<file path="src/rtl/mem_port_arbiter.sv">
// mem_port_arbiter: shares one single-ported RAM between the instruction-fetch
// requester (IF, owner 0) and the load/store requester (D, owner 1) using the
// MFA/MFC handshake on both sides. One RAM transaction at a time, round-robin
// on simultaneous requests, all outputs registered.
// Optional feature: define ARB_TIMEOUT_EN to bound the wait for RAM_MFC to
// TIMEOUT cycles and report MEM_ERR; otherwise BUSY waits indefinitely.
module mem_port_arbiter #(
  parameter int unsigned AW      = 32,
  parameter int unsigned DW      = 32,
  parameter int unsigned TIMEOUT = 16
) (
  input  logic          Clk,
  input  logic          Reset,
  // Instruction-fetch requester
  input  logic          IF_MFA,
  input  logic [AW-1:0] IF_ADDR,
  output logic          IF_MFC,
  output logic [DW-1:0] IF_RDATA,
  // Load/store requester
  input  logic          D_MFA,
  input  logic          D_RW,
  input  logic [1:0]    D_SIZE,
  input  logic [AW-1:0] D_ADDR,
  input  logic [DW-1:0] D_WDATA,
  output logic          D_MFC,
  output logic [DW-1:0] D_RDATA,
  // RAM side
  output logic          RAM_MFA,
  output logic          RAM_RW,
  output logic [1:0]    RAM_SIZE,
  output logic [AW-1:0] RAM_ADDR,
  output logic [DW-1:0] RAM_WDATA,
  input  logic [DW-1:0] RAM_RDATA,
  input  logic          RAM_MFC,
  // Status
  output logic [1:0]    GNT,
  output logic          MEM_ERR
);

  localparam logic [1:0] StIdle = 2'd0;
  localparam logic [1:0] StBusy = 2'd1;
  localparam logic [1:0] StDone = 2'd2;

  // Owner / last-served encoding: 0 = IF, 1 = D.
  localparam logic OwnIf = 1'b0;
  localparam logic OwnD  = 1'b1;

  logic [1:0]    state_q, state_d;
  logic          owner_q, owner_d;
  logic          last_q, last_d;
  logic          abort_q, abort_d;
  logic [1:0]    gnt_q, gnt_d;
  logic          ram_mfa_q, ram_mfa_d;
  logic          ram_rw_q, ram_rw_d;
  logic [1:0]    ram_size_q, ram_size_d;
  logic [AW-1:0] ram_addr_q, ram_addr_d;
  logic [DW-1:0] ram_wdata_q, ram_wdata_d;
  logic          if_mfc_q, if_mfc_d;
  logic          d_mfc_q, d_mfc_d;
  logic [DW-1:0] if_rdata_q, if_rdata_d;
  logic [DW-1:0] d_rdata_q, d_rdata_d;

`ifdef ARB_TIMEOUT_EN
  localparam int unsigned CntW = (TIMEOUT > 1) ? $clog2(TIMEOUT) : 1;
  logic [CntW-1:0] cnt_q, cnt_d;
  logic            mem_err_q, mem_err_d;
`endif

  logic pick_d;     // winner of an IDLE-state arbitration is D
  logic owner_mfa;  // current owner's request line
  logic abort_now;  // owner has withdrawn its request at some point in BUSY

  // Next-state logic: arbitration, transaction tracking and response capture
  always_comb begin
    state_d     = state_q;
    owner_d     = owner_q;
    last_d      = last_q;
    abort_d     = abort_q;
    gnt_d       = gnt_q;
    ram_mfa_d   = ram_mfa_q;
    ram_rw_d    = ram_rw_q;
    ram_size_d  = ram_size_q;
    ram_addr_d  = ram_addr_q;
    ram_wdata_d = ram_wdata_q;
    if_mfc_d    = if_mfc_q;
    d_mfc_d     = d_mfc_q;
    if_rdata_d  = if_rdata_q;
    d_rdata_d   = d_rdata_q;
`ifdef ARB_TIMEOUT_EN
    cnt_d       = cnt_q;
    mem_err_d   = mem_err_q;
`endif
    // D wins when alone, or on a tie when IF was served last.
    pick_d    = D_MFA && (!IF_MFA || (last_q == OwnIf));
    owner_mfa = (owner_q == OwnD) ? D_MFA : IF_MFA;
    abort_now = abort_q || !owner_mfa;

    case (state_q)
      StIdle: begin
        if (D_MFA || IF_MFA) begin
          owner_d     = pick_d;
          last_d      = pick_d;
          gnt_d       = pick_d ? 2'b10 : 2'b01;
          ram_addr_d  = pick_d ? D_ADDR : IF_ADDR;
          ram_rw_d    = pick_d ? D_RW : 1'b1;
          ram_size_d  = pick_d ? D_SIZE : 2'b10;
          ram_wdata_d = pick_d ? D_WDATA : '0;
          ram_mfa_d   = 1'b1;
          abort_d     = 1'b0;
          state_d     = StBusy;
`ifdef ARB_TIMEOUT_EN
          cnt_d       = '0;
`endif
        end
      end

      StBusy: begin
        // A withdrawn request is remembered so a later re-raise cannot revive it.
        abort_d = abort_now;
        if (RAM_MFC) begin
          ram_mfa_d = 1'b0;
          state_d   = StDone;
          if (!abort_now) begin
            if (owner_q == OwnD) begin
              d_mfc_d = 1'b1;
              if (ram_rw_q) begin
                d_rdata_d = RAM_RDATA;
              end
            end else begin
              if_mfc_d   = 1'b1;
              if_rdata_d = RAM_RDATA;
            end
          end
        end
`ifdef ARB_TIMEOUT_EN
        else if (cnt_q == CntW'(TIMEOUT - 1)) begin
          ram_mfa_d = 1'b0;
          state_d   = StDone;
          if (!abort_now) begin
            mem_err_d = 1'b1;
            if (owner_q == OwnD) begin
              d_mfc_d   = 1'b1;
              d_rdata_d = '0;
            end else begin
              if_mfc_d   = 1'b1;
              if_rdata_d = '0;
            end
          end
        end else begin
          cnt_d = cnt_q + 1'b1;
        end
`endif
      end

      StDone: begin
        // Aborted transactions only wait for the RAM to release its MFC.
        if ((abort_q || !owner_mfa) && !RAM_MFC) begin
          if_mfc_d = 1'b0;
          d_mfc_d  = 1'b0;
          gnt_d    = 2'b00;
          state_d  = StIdle;
`ifdef ARB_TIMEOUT_EN
          mem_err_d = 1'b0;
`endif
        end
      end

      default: begin
        state_d = StIdle;
      end
    endcase
  end

  // State and output registers; reset abandons any transaction in flight
  always_ff @(posedge Clk or negedge Reset) begin
    if (!Reset) begin
      state_q     <= StIdle;
      owner_q     <= OwnIf;
      last_q      <= OwnIf;
      abort_q     <= 1'b0;
      gnt_q       <= 2'b00;
      ram_mfa_q   <= 1'b0;
      ram_rw_q    <= 1'b0;
      ram_size_q  <= 2'b00;
      ram_addr_q  <= '0;
      ram_wdata_q <= '0;
      if_mfc_q    <= 1'b0;
      d_mfc_q     <= 1'b0;
      if_rdata_q  <= '0;
      d_rdata_q   <= '0;
`ifdef ARB_TIMEOUT_EN
      cnt_q       <= '0;
      mem_err_q   <= 1'b0;
`endif
    end else begin
      state_q     <= state_d;
      owner_q     <= owner_d;
      last_q      <= last_d;
      abort_q     <= abort_d;
      gnt_q       <= gnt_d;
      ram_mfa_q   <= ram_mfa_d;
      ram_rw_q    <= ram_rw_d;
      ram_size_q  <= ram_size_d;
      ram_addr_q  <= ram_addr_d;
      ram_wdata_q <= ram_wdata_d;
      if_mfc_q    <= if_mfc_d;
      d_mfc_q     <= d_mfc_d;
      if_rdata_q  <= if_rdata_d;
      d_rdata_q   <= d_rdata_d;
`ifdef ARB_TIMEOUT_EN
      cnt_q       <= cnt_d;
      mem_err_q   <= mem_err_d;
`endif
    end
  end

  assign IF_MFC    = if_mfc_q;
  assign IF_RDATA  = if_rdata_q;
  assign D_MFC     = d_mfc_q;
  assign D_RDATA   = d_rdata_q;
  assign RAM_MFA   = ram_mfa_q;
  assign RAM_RW    = ram_rw_q;
  assign RAM_SIZE  = ram_size_q;
  assign RAM_ADDR  = ram_addr_q;
  assign RAM_WDATA = ram_wdata_q;
  assign GNT       = gnt_q;
`ifdef ARB_TIMEOUT_EN
  assign MEM_ERR   = mem_err_q;
`else
  assign MEM_ERR   = 1'b0;
`endif

endmodule

</file>
<file path="config.mk">
export PLATFORM = sky130hd
export DESIGN_NAME = mem_port_arbiter
export DESIGN_NICKNAME = d
export VERILOG_FILES = /design/src/rtl/mem_port_arbiter.sv
export SDC_FILE = /design/constraint.sdc
export NUM_CORES = 1
export LEC_CHECK = 0
export ABC_AREA = 1
export ABC_CLOCK_PERIOD_IN_PS = 2200
export CAP_MARGIN = 20
export CORE_MARGIN = 1
export CORE_UTILIZATION = 28
export CTS_CLUSTER_DIAMETER = 80
export DETAILED_ROUTE_END_ITERATION = 10
export PLACE_DENSITY_LB_ADDON = 0.2
export SYNTH_ARGS = -nofsm -noshare
export SYNTH_HDL_FRONTEND = slang
export SYNTH_SLANG_ARGS = --single-unit
</file>
<file path="constraint.sdc">
create_clock -name Clk -period 2.2 [get_ports Clk]
set_clock_uncertainty 0.15 [all_clocks]
set_input_delay 0.22 -clock Clk [delete_from_list [all_inputs] [get_ports Clk]]
set_output_delay 0.22 -clock Clk [all_outputs]
set_load 0.01 [all_outputs]
</file>
=== Yosys cells after proc, flatten, opt, wreduce, memory -nomap -nowiden ===
Cells that the tools add are included.

* Word-level logic and storage cells: 70
* Bits in registers: 140

* Reduce and logical (&&, ||, !) cells: 21
* Equality and inequality tests: 8
* Bitwise gates (word level): 2
* Muxes and demuxes: 26

{| class="wikitable"
|+ Operators with widths
! operator !! number
|-
| $mux 32 || 2
|-
| $reduce_and 5->1 || 3
|-
| $mux 1 || 12
|-
| $mux 2 || 6
|-
| $ne 2x2->1 const B || 6
|-
| $reduce_and 3->1 || 3
|-
| $pmux 1 s2 || 4
|-
| $pmux 2 s3 || 1
|-
| $reduce_bool 2->1 || 3
|-
| $pmux 2 s2 || 1
|-
| $reduce_and 2->1 || 2
|-
| $reduce_and 4->1 || 1
|-
| $logic_not 1->1 || 3
|-
| $logic_or 1x1->1 || 3
|-
| $eq 2x1->1 const B || 1
|-
| $eq 2x2->1 const B || 1
|-
| $logic_and 1x1->1 || 2
|-
| $logic_not 2->1 || 1
|-
| $not 1->1 || 2
|}

=== Logic depth before layout (Yosys ltp) ===
Gate-level depths: netlist of the first run.

* Word-level depth: 6
* Mapped depth: 9

=== Worst setup path before layout of the first run ===
No wires, ideal clock.

* Path type: flip-flop to flip-flop
* Start: register state_q[1]
* End: register if_rdata_q[12] (netlist: IF_RDATA[12])
* Slack: 0.757 ns
* Cell stages (with the launch flop): 8
* Arrival time: 1.174 ns
* Period minus slack after synthesis: 1.443 ns
* Cells stage by stage: dfrtp_1 > nor2_4 > nand2_1 > nand3b_4 > buf_6 > buf_6 > nand2_2 > o21ai_2

* Word-level cells in the longest chain between the ends: 2

{| class="wikitable"
|+ Ends and longest elaborated chain
! what !! line !! RTL
|-
| start, declared || 48 || <nowiki>logic [1:0] state_q, state_d;</nowiki>
|-
| start signal, assigned || 177 || <nowiki>state_q <= StIdle;</nowiki>
|-
| start signal, assigned || 196 || <nowiki>state_q <= state_d;</nowiki>
|-
| $eq 2x1->1 || 98 || <nowiki>case (state_q)</nowiki>
|-
| $reduce_and 4->1 (no source line) || n/a ||
|-
| end signal, assigned || 208 || <nowiki>if_rdata_q <= if_rdata_d;</nowiki>
|-
| end, declared || 60 || <nowiki>logic [DW-1:0] if_rdata_q, if_rdata_d;</nowiki>
|}

No other way between the ends.
A chain may end at the register's enable or synchronous reset.

=== Final worst setup path of the first run ===
* Start: register state_q[1]
* End: register ram_addr_q[20] (netlist: RAM_ADDR[20])

* Word-level cells in the longest chain between the ends: 2

{| class="wikitable"
|+ Ends and longest elaborated chain
! what !! line !! RTL
|-
| $logic_not 2->1 || 98 ||
|-
| $reduce_and 2->1 (no source line) || n/a ||
|-
| end signal, assigned || 204 || <nowiki>ram_addr_q <= ram_addr_d;</nowiki>
|-
| end, declared || 56 || <nowiki>logic [AW-1:0] ram_addr_q, ram_addr_d;</nowiki>
|}

No other way between the ends.

==> results_dict.tcl, run 1 <==
set metrics [dict create \
    antenna_found_initial 0 \
    synth.cell_area_um2 5770 \
    busiest_layer "met2" \
    critical_path_arrival_ns 1.95 \
    path_common_cell "nand3_1" \
    r2r-end "RAM_ADDR[20]" \
    grt_start_max_net_pins 66 \
    dp_hpwl_mm 11.3 \
    drt_iter0_drc 207 \
    die_w_um 146 \
    synthToLayoutAreaGrowth_pct 61.8 \
    path_cells "nor2_2, o21ai_4, inv_2, nand3_1, nand3_1" \
    synth_seq_area_share 0.608 \
    syn_inst 556 \
    fin_crit_ns 1.75 \
    clkTransAtPathRegs_ns 0.06 \
    final_max_slew_viol_count 0 \
    layout-drive-gt1-share 0.121 \
    met1_usage 0.203 \
    num_io_pins 273 \
    wl_per_cell_um 14.7 \
    layout.nets 959 \
    use_met3 0.0730 \
    fill_cells 1912 \
    critPathLaunch "state_q[1]" \
    start_util 0.285 \
    final_antenna_net_count 0 \
    worst_pin_slew_ns 0.633 \
    fin_setup_tns_ns 0 \
    viasPerCell 4.32 \
    path_class "reg -> reg" \
    rsz0062_at_grt "no" \
    synth.area.top_cells "dfrtp_1 61%, nand2_1 9.2%, nand3_1 6.0%, o21ai_2 5.6%, a22o_1 5.0%" \
    max-slew-margin-rel 0.577 \
    cts_tree "done" \
    place_area_um2 8730 \
    critPathLaunchType "register" \
    track_usage 0.161 \
    clockBufferDepth 2 \
    min_period_over_period 0.796 \
    antennaDiodeCount 0 \
    yosys.area.top_type_share 0.608 \
    avgSynthCellArea_um2 10.4 \
    r2r_start "state_q[1]" \
    path_buf_inv 1 \
    dr.pass1.iters 4 \
    drc 0 \
    status "finished, final reports clean" \
    rr_worst_depth 5 \
    place_congestion 0.740 \
    core_area_um2 20200 \
    regToRegSetupSlack_ns 0.45 \
    cp.required_ns 2.40 \
    numCtsBuffers 17 \
    grt_remaining_overflow 0 \
    irDropWorstVdd_v 0.000548 \
    crit_path_end_kind "register" \
    design_area_um2 9330 \
    cpMaxStageDelayCell "inv_2" \
    root_buffer "clkbuf_16" \
    leakagePower_nw 4.24 \
    die_height_um 146 \
    cap_violations 0 \
    fp-row-count 52 \
    seqCellArea_um2 3500 \
    critPathMaxFanout 36 \
    cts_max_level 4 \
    yosys_warnings 0 \
    grt_util_met2 0.244 \
    clock_latency_ns 0.41 \
    cp_top_family "simple AND/OR/NAND/NOR gates" \
    die_area_um2 21200 \
    p_per_area_nw_per_um2 1410 \
    synth.net_count 692 \
    yosysTopAreaCell "dfrtp_1" \
    slowest_delay_ns 0.48 \
    fmax_ghz 0.571 \
    routed_wl_mm 16.3 \
    synth_cell_types 25 \
    grt_pass1_vias 4898 \
    cp.depth 5 \
    setup_viol 0 \
    port_buffers 271 \
    cts_setup_buffers 0 \
    crit_end "RAM_ADDR[20]" \
    min-delay-path-class "in -> async" \
    multiInputGateArea_um2 1840 \
    hold_viol 0 \
    grt_pass1_wl_mm 26.8 \
    ys_ff_latch 140 \
    numClockSinks 140 \
    vias 4776 \
]
-- where the power goes --
part / leakage (nW) / switching (W) / internal, W / total [W]
sequential: 1.76 / 0.000672 / 0.00378 / 0.00446
clock: 0.283 / 0.00111 / 0.00176 / 0.00287
combinational: 2.20 / 0.00262 / 0.00317 / 0.00579
total: 4.24 / 0.00440 / 0.00872 / 0.0131
-- synth_stat cells (all sizes together) --
cell	n
a21oi	1
a22o	33
buf	26
clkbuf	8
conb	1
dfrtp	140
inv	47
nand2	153
nand3	72
nand3b	1
nand4	1
nor2	4
o21ai	67
o22a	1
o31ai	1
-- through the flow --
step	hold slack (ns)	setup slack, ns	std cells	power, W	utilization
global route	0.170	0.268	1105	0.0140	0.461
floorplan	-0.226	0.757	556	0.00713	-
CTS	0.162	0.408	1105	0.0133	0.461
finish	0.157	0.448	1105	0.0131	0.461
global placement	0.0452	0.268	1073	0.0103	0.432
detailed placement	0.0366	0.243	1073	0.0104	0.432
-- how the worst min path moves through the flow --
stage	slack (ns)	end	cells past startpoint
finish	0.16	D_RDATA[15]	2
global route	0.17	D_RDATA[15]	2
CTS	0.16	D_RDATA[11]	2
detailed placement	0.04	D_RDATA[11]	1
global placement	0.05	D_RDATA[11]	1
floorplan	-0.23	D_MFC	0
-- placed cells by master (no fill, tap or decap), types with 3 or more instances in the layout --
master             n
o21ai_2           36
clkbuf_16         17
buf_12             7
nand3_1           69
clkdlybuf4s50_1  270
a22o_1            33
clkbuf_8           3
buf_4              3
inv_1             41
nand2_1          142
nand2_2           11
inv_2              6
dfrtp_1          140
o21ai_1           28
-- layout make-up --
class                   count  share of cell area
clock buffers              22              0.0508
clock inverters             9              0.0119
inverters                  47              0.0189
multi-input cells         335               0.197
flip-flops and latches    140               0.376
well taps                 270              0.0362
repair buffers            282               0.309
-- cell families after synthesis --
group           share of synthesized area
compound gates                      0.136
buf+inv                            0.0749
flops                               0.608
other cells                      0.000650
simple gates                        0.181
-- registers in the layout, summed over array words and instances, names as in the netlist, 2 cells and up --
register	count
RAM_WDATA	32
RAM_SIZE	2
RAM_ADDR	32
IF_RDATA	32
state_q	2
D_RDATA	32
GNT	2
-- per-layer routing --
metal,vias up,share of wire
met5,-,0
met4,0,0.018
met3,21,0.097
met2,188,0.44
met1,2202,0.44
li1,2365,-
-- timing repair --
item,in CTS,in global routing
hold endpoints to repair,109,0
gates resized for setup,0,0
hold buffers,1,0
Note: power is estimated with default switching activity, not from simulation.
==> inputs of run 2 (changes only) <==
ABC_CLOCK_PERIOD_IN_PS = 1450   (was 2200)
clock period = 1.45 ns   (was 2.2 ns; I/O delays follow)
==> results_dict.tcl, run 2 (synthesis results as in run 1) <==
set metrics [dict create \
    status "finished, violations left" \
    violations "negative setup slack" \
    critical_path_arrival_ns 1.69 \
    synthToLayoutAreaGrowth_pct 67.4 \
    setup_viol 122 \
    critPathLaunchType "register" \
    utilization 0.477 \
    cpMaxStageDelayCell "dfrtp_2" \
    dr.pass1.iters 4 \
    place_congestion 0.737 \
    grt_start_max_net_pins 53 \
    antennaDiodeCount 0 \
    setup_slack_ns -0.0978 \
    irDropWorstVdd_v 0.000860 \
    leakagePower_nw 4.84 \
    min-delay-path-class "in -> async" \
    cp_top_family "simple AND/OR/NAND/NOR gates" \
    numClockSinks 140 \
    cts_tree "done" \
    grt_remaining_overflow 0 \
    r2r_start "state_q[1]" \
    track_usage 0.164 \
    rsz0062_at_grt "yes" \
    layout-drive-gt1-share 0.178 \
    hold_viol 0 \
    port_buffers 271 \
    clock_latency_ns 0.40 \
    antenna_found_initial 0 \
    whs_ns 0.0549 \
    start_util 0.285 \
    final_common_cell "dfrtp_1" \
    layout.nets 990 \
    path_common_cell "nor2_4" \
    slowest_delay_ns 0.44 \
    regToRegSetupSlack_ns -0.1 \
    die_area_um2 21200 \
    fp-row-count 52 \
    p_per_area_nw_per_um2 2040 \
    path_cells "nor2_4, nand2_2, nor2_4, nand3_4, buf_12, nand2_1, o21ai_1" \
    fmax_ghz 0.646 \
    vias 4936 \
    critPathMaxFanout 52 \
    clkTransAtPathRegs_ns 0.06 \
    placed_cells 1097 \
    cts_max_level 4 \
    path_buf_inv 1 \
    dp_hpwl_mm 11.8 \
    min_period_over_period 1.07 \
    fin_crit_ns 1.55 \
    grt_pass1_wl_mm 27.2 \
    mostFrequentLayoutCells "139 x dfrtp_1, 134 x clkdlybuf4s50_1, 131 x dlygate4sd2_1, 126 x nand2_1, 68 x nand3_1" \
    path_class "reg -> reg" \
    die_w_um 146 \
    root_buffer "clkbuf_16" \
    drt_iter0_drc 176 \
    rr_worst_depth 7 \
    viasPerCell 4.34 \
    final_max_slew_viol_count 0 \
    cap_violations 0 \
    wl_per_cell_um 14.8 \
    numCtsBuffers 17 \
    routed_wl_mm 16.8 \
    clockBufferDepth 2 \
    stdcell_count 1137 \
    crit_path_end_kind "register" \
    final_antenna_net_count 0 \
    die_height_um 146 \
    cp.required_ns 1.59 \
    r2r-end "D_RDATA[17]" \
    num_io_pins 273 \
    drc 0 \
    grt_pass1_vias 4962 \
    fin_setup_tns_ns -7.06 \
    core_area_um2 20200 \
]
run 2: cell count changes in the layout (fill, tap and decap cells not counted), moves of 3 or more:
cell,delta
clkdlybuf4s50_1,-136
dlygate4sd2_1,+131
buf_4,+20
nand2_1,-16
nand2_2,+9
nand2_4,+7
buf_12,+6
clkdlybuf4s15_1,+5
buf_6,+3
run 2: layer usage:
metal  track usage  wire length, µm
met1         0.214             7610
met3        0.0649             1390
met2         0.249             7600
met5             0                0
met4        0.0479              176
run 2: worst max path at each step:
stage / slack (ns) / depth (start not counted) / endpoint / from
3_3_place_gp: -0.31 / 9 / IF_RDATA[20] / IF_MFA
6_report: -0.1 / 7 / D_RDATA[17] / state_q[1]
2_1_floorplan: 0.007 / 7 / IF_RDATA[12] / state_q[1]
5_1_grt: -0.20 / 8 / D_RDATA[2] / state_q[0]
3_5_place_dp: -0.33 / 9 / IF_RDATA[18] / IF_MFA
4_1_cts: -0.09 / 6 / RAM_ADDR[10] / state_q[1]
run 2: what timing repair did:
| action | 4_1_cts | 5_1_grt |
|---|---|---|
| setup endpoints to repair | 265 | 137 |
| pin swaps | 0 | 1 |
| gates resized for setup | 145 | 31 |
| hold buffers | 1 | 0 |
| hold endpoints to repair | 140 | 0 |
| setup buffers | 0 | 4 |
| gates cloned | 0 | 3 |
run 2: final cells by class:
type                    count  area [µm²]
fillers                  1982       10600
clock buffers              19         443
inverters                  47         176
repair buffers            313        3080
flip-flops and latches    140        3500
clock inverters            13         189
multi-input cells         335        1930
well taps                 270         338
run 2: metrics by stage:
| step | setup WS, ns | cell area (µm²) | power (W) |
|---|---|---|---|
| 6_report | -0.0978 | 9650 | 0.0197 |
| 5_1_grt | -0.199 | 9650 | 0.0211 |
| 4_1_cts | -0.0852 | 9450 | 0.0197 |
| 3_5_place_dp | -0.332 | 8950 | 0.0161 |
| 3_3_place_gp | -0.315 | 8950 | 0.0160 |
| 2_1_floorplan | 0.00743 | 5770 | 0.0108 |
run 2: worst register-to-register path: stages, from the launching register on:
cell     delay (ns)
dfrtp_2        0.44
nor2_4         0.16
nand2_2        0.09
nor2_4         0.11
nand3_4        0.10
buf_12         0.19
nand2_1        0.12
o21ai_1        0.06
run 2: power breakdown:
group | switching [W] | internal [W] | total (W)
clock network | 0.00175 | 0.00294 | 0.00469
registers | 0.00104 | 0.00574 | 0.00678
logic | 0.00411 | 0.00412 | 0.00823
==> inputs of run 3 (changes only) <==
ABC_CLOCK_PERIOD_IN_PS = 1700   (was 1450)
clock period = 1.7 ns   (was 1.45 ns; I/O delays follow)
==> results_dict.tcl, run 3 (synthesis results as in run 1) <==
set metrics [dict create \
    numCtsBuffers 17 \
    min_period_over_period 0.976 \
    setup_slack_ns 0.0414 \
    start_util 0.285 \
    port_buffers 271 \
    grt_start_max_net_pins 53 \
    final_common_cell "clkdlybuf4s50_1" \
    critical_path_arrival_ns 1.34 \
    place_ws_ns -0.0736 \
    synthToLayoutAreaGrowth_pct 66.4 \
    slowest_delay_ns 0.58 \
    setup_viol 0 \
    leakagePower_nw 4.60 \
    min-delay-path-class "in -> async" \
    routed_wl_mm 16.2 \
    final_max_slew_viol_count 0 \
    clkTransAtPathRegs_ns 0.06 \
    status "finished, final reports clean" \
    die_height_um 146 \
    grt_pass1_vias 4892 \
    track_usage 0.159 \
    utilization 0.474 \
    crit_path_end_kind "primary output" \
    core_area_um2 20200 \
    cpMaxStageDelayCell "clkdlybuf4s50_1" \
    path_class "reg -> out" \
    rsz0062_at_grt "no" \
    grt_pass1_wl_mm 26.5 \
    path_cells "clkdlybuf4s50_1" \
    clock_latency_ns 0.40 \
    die_w_um 146 \
    antennaDiodeCount 0 \
    final_antenna_net_count 0 \
    place_congestion 0.758 \
    fin_crit_ns 1.66 \
    drt_iter0_drc 188 \
    antenna_found_initial 0 \
    die_area_um2 21200 \
    fp-row-count 52 \
    p_per_area_nw_per_um2 1810 \
    cp.required_ns 1.38 \
    fmax_ghz 0.603 \
    layout-drive-gt1-share 0.144 \
    cts_max_level 4 \
    drc 0 \
    num_io_pins 273 \
    dp_hpwl_mm 11.8 \
    cap_violations 0 \
    path_buf_inv 1 \
    power.total_w 0.0174 \
    numClockSinks 140 \
    wl_per_cell_um 14.4 \
    root_buffer "clkbuf_16" \
    vias 4870 \
    dr.pass1.iters 8 \
    fin_setup_tns_ns 0 \
    clockBufferDepth 2 \
    mostFrequentLayoutCells "249 x clkdlybuf4s50_1, 142 x nand2_1, 140 x dfrtp_1, 69 x nand3_1, 41 x inv_1" \
    cts_tree "done" \
    layout.nets 978 \
    irDropWorstVdd_v 0.000662 \
    cts_setup_buffers 0 \
    critPathLaunchType "register" \
    critPathMaxFanout 2 \
    viasPerCell 4.33 \
    cp_top_family "buffers and inverters" \
    grt_remaining_overflow 0 \
    hold_viol 0 \
]
[run 3: cell types whose count changed in the layout (fill, tap and decap cells not counted), moves of 3 or more]
cell             previous run  this run
dlygate4sd2_1             131         3
buf_6                       4         1
nand2_2                    20        11
dlymetal6s2s_1              0        18
nand2_1                   126       142
clkdlybuf4s50_1           134       249
buf_4                      23        17
clkdlybuf4s15_1             5         0
nand2_4                     7         0
[run 3: routing by layer]
layer | wire length, µm | vias to the layer above | share of wire | global-route usage
li1 | - | 2406 | - | -
met1 | 7210 | 2260 | 0.45 | 0.211
met2 | 7180 | 195 | 0.44 | 0.233
met3 | 1610 | 9 | 0.099 | 0.0677
met4 | 187 | 0 | 0.012 | 0.0479
met5 | 0 | - | 0 | 0
[run 3: layout make-up]
class                   instances  area, µm²
clock buffers                  18        439
well taps                     270        338
clock inverters                14        168
repair buffers                301       3130
flip-flops and latches        140       3500
fillers                      1878      10600
inverters                      47        176
multi-input cells             335       1840
[run 3: final timing paths]
path | from | end | slack [ns] | depth (start not counted)
worst max-delay path | RAM_WDATA[11] | RAM_WDATA[11] | 0.04 | 1
max in group asynchronous | Reset | IF_RDATA[29] | 0.75 | 3
worst min register to register | RAM_MFA | RAM_MFA | 0.32 | 2
worst max register to register | state_q[1] | RAM_ADDR[20] | 0.12 | 6
worst min-delay path | Reset | IF_RDATA[4] | 0.10 | 2
min in group Clk | D_ADDR[30] | RAM_ADDR[30] | 0.17 | 3
[run 3: per-stage QoR]
stage | cell area [µm²] | hold slack, ns | std cells
4_1_cts | 9550 | 0.103 | 1125
3_3_place_gp | 8940 | -0.0345 | 1092
3_5_place_dp | 8940 | -0.0284 | 1092
5_1_grt | 9600 | 0.116 | 1125
6_report | 9600 | 0.104 | 1125
2_1_floorplan | 5770 | -0.276 | 556
[run 3: report_power, final]
| group | switching, W | internal, W |
|---|---|---|
| logic | 0.00343 | 0.00434 |
| registers | 0.000881 | 0.00490 |
| clock network | 0.00146 | 0.00235 |
[run 3: repair_timing]
item,CTS,global route
hold buffers,1,0
gates cloned,0,0
endpoints found under the hold margin,140,0
resized for setup,3,18
endpoints found under the setup margin,3,18
==> RTL edit: new RTL, config.mk and constraints of run 2 <==
Change the parameter `AW` from 32 to 48.
--- a/src/rtl/mem_port_arbiter.sv
+++ b/src/rtl/mem_port_arbiter.sv
@@ -5,7 +5,7 @@
 // Optional feature: define ARB_TIMEOUT_EN to bound the wait for RAM_MFC to
 // TIMEOUT cycles and report MEM_ERR; otherwise BUSY waits indefinitely.
 module mem_port_arbiter #(
-  parameter int unsigned AW      = 32,
+  parameter int unsigned AW      = 48,
   parameter int unsigned DW      = 32,
   parameter int unsigned TIMEOUT = 16
 ) (
Interface: changed (resized D_ADDR, IF_ADDR and RAM_ADDR); port bits go from 273 to 321. No check against the original RTL was run, so the function may have changed too.
==> RTL edit against run 2 <==
The run ends with DRC, setup timing left. First-iteration DRC count increased by 36%. Sequential cell count increased by 16. Cell area increased by 22%. Total power increased by 20%. Utilization increased by 5.9 points. Routed wire length increased by 42%. Worst hold slack about the same. Synthesized area increased by 9.9%. Worst setup slack got worse by 0.049 ns.
==> RTL edit: results (changes against run 2) <==
\begin{tabular}{lr}
\hline
Metric & Value \\
\hline
\multicolumn{2}{l}{\textbf{Finish}} \\
Multi-input logic area & 0.00240 mm² (+24\%) \\
Multi-input gates & 398 (+19\%) \\
Number of non-clock inverters & 48 (+2.1\%) \\
Non-clock buffer area fraction after layout & 0.371 (+0.0519) \\
Non-clock buffer instance count of the final layout & 400 (+28\%) \\
Synthesis-to-layout area growth & 86.3\% \\
\multicolumn{2}{l}{\textbf{Placed design}} \\
Detailed placer's ending HPWL & 14900 µm (+26\%) \\
Placed cell count & 1238 (+13\%) \\
Placed standard-cell area & 0.0101 mm² (+13\%) \\
Placer's final routability congestion estimate & 0.771 (+4.6\%) \\
Quantity of I/O buffers inserted on ports & 319 (+18\%) \\
\multicolumn{2}{l}{\textbf{Timing}} \\
Minimum hold slack & 0.0553 ns (+0.000409 ns) \\
Worst setup margin & -0.147 ns (-0.0493 ns) \\
TNS Setup & -15.19 ns (-8.12 ns) \\
Setup violators final & 152 (+25\%) \\
\multicolumn{2}{l}{\textbf{Logic synthesis}} \\
Commonest cells post-synth & sky130\_fd\_sc\_hd\_\_dfrtp\_1, sky130\_fd\_sc\_hd\_\_nand2\_1, sky130\_fd\_sc\_hd\_\_o21ai\_0 \\
Fraction of the yosys area taken by sequential cells & 0.616 (+0.00861) \\
Dominant cells by area after synthesis & sky130\_fd\_sc\_hd\_\_dfrtp\_1, sky130\_fd\_sc\_hd\_\_nand2\_1, sky130\_fd\_sc\_hd\_\_o21ai\_0 \\
Synthesized-area fraction occupied by ao, oa, aoi and oai cells & 0.170 (+0.0340) \\
Number of instances in the synthesized netlist & 643 (+16\%) \\
\multicolumn{2}{l}{\textbf{Status}} \\
Status & finished with violations \\
Violations in the final reports & DRC, setup timing \\
\multicolumn{2}{l}{\textbf{Die}} \\
Die Span X & 152 µm (+4.8\%) \\
\multicolumn{2}{l}{\textbf{Pwr}} \\
Power consumed by combinational cells & 11.6 mW (+41\%) \\
Final Power & 23.6 mW (+20\%) \\
Seq. pwr & 7.60 mW (+12\%) \\
VDD IR-drop max & 0.000852 V (-0.86\%) \\
Cell internal pwr & 15.0 mW (+17\%) \\
\multicolumn{2}{l}{\textbf{Routing}} \\
Number of remaining DRC errors & 14 (+14) \\
Post-DR wirelength/cell & 18.1 µm (+23\%) \\
Iteration count of the initial detailed-routing pass & 10 (+6) \\
\multicolumn{2}{l}{\textbf{Worst setup path}} \\
Maximum fanout along the worst path & 9 (-83\%) \\
Crit-path slowest cell & sky130\_fd\_sc\_hd\_\_dfrtp\_1 \\
Worst reg2reg path startpoint & last\_q\$\_DFFE\_PN0P\_ \\
Reg2Reg Capture Point & IF\_RDATA[21]\$\_DFFE\_PN0P\_ \\
\multicolumn{2}{l}{\textbf{Clock network}} \\
TritonCTS Sinks & 156 (+11\%) \\
\multicolumn{2}{l}{\textbf{Global route}} \\
Wire length of the first global-routing pass & 35700 µm (+31\%) \\
\hline
\end{tabular}
==> RTL edit: what timing repair did <==
action                                  CTS  global route
gates resized for setup                 274           117
pin swaps                                24            21
cloned                                   17            10
hold endpoints to repair                156             0
hold buffers                              1             0
buffers inserted                         17             4
endpoints found under the setup margin  302           167
==> RTL edit: worst max-delay path, delay by kind of cell (launching register included) <==
kind,cells,cell delay (ns)
buf+inv,4,0.51
flops,1,0.43
simple gates,4,0.33
compound gates,1,0.05
==> RTL edit: cells by family after synthesis <==
| kind of cell | count (synthesis) |
|---|---|
| other | 1 |
| AND/OR/NAND/NOR | 225 |
| flip-flops | 156 |
| AO/OA/AOI/OAI | 172 |
| buffers and inverters | 89 |
==> RTL edit: per-layer routing <==
layer	track usage	vias to the layer above	routed length, µm
met5	0	-	0
met4	0.0808	0	548
met3	0.0674	25	1710
met2	0.337	236	11800
met1	0.241	2888	9700
li1	-	2901	-
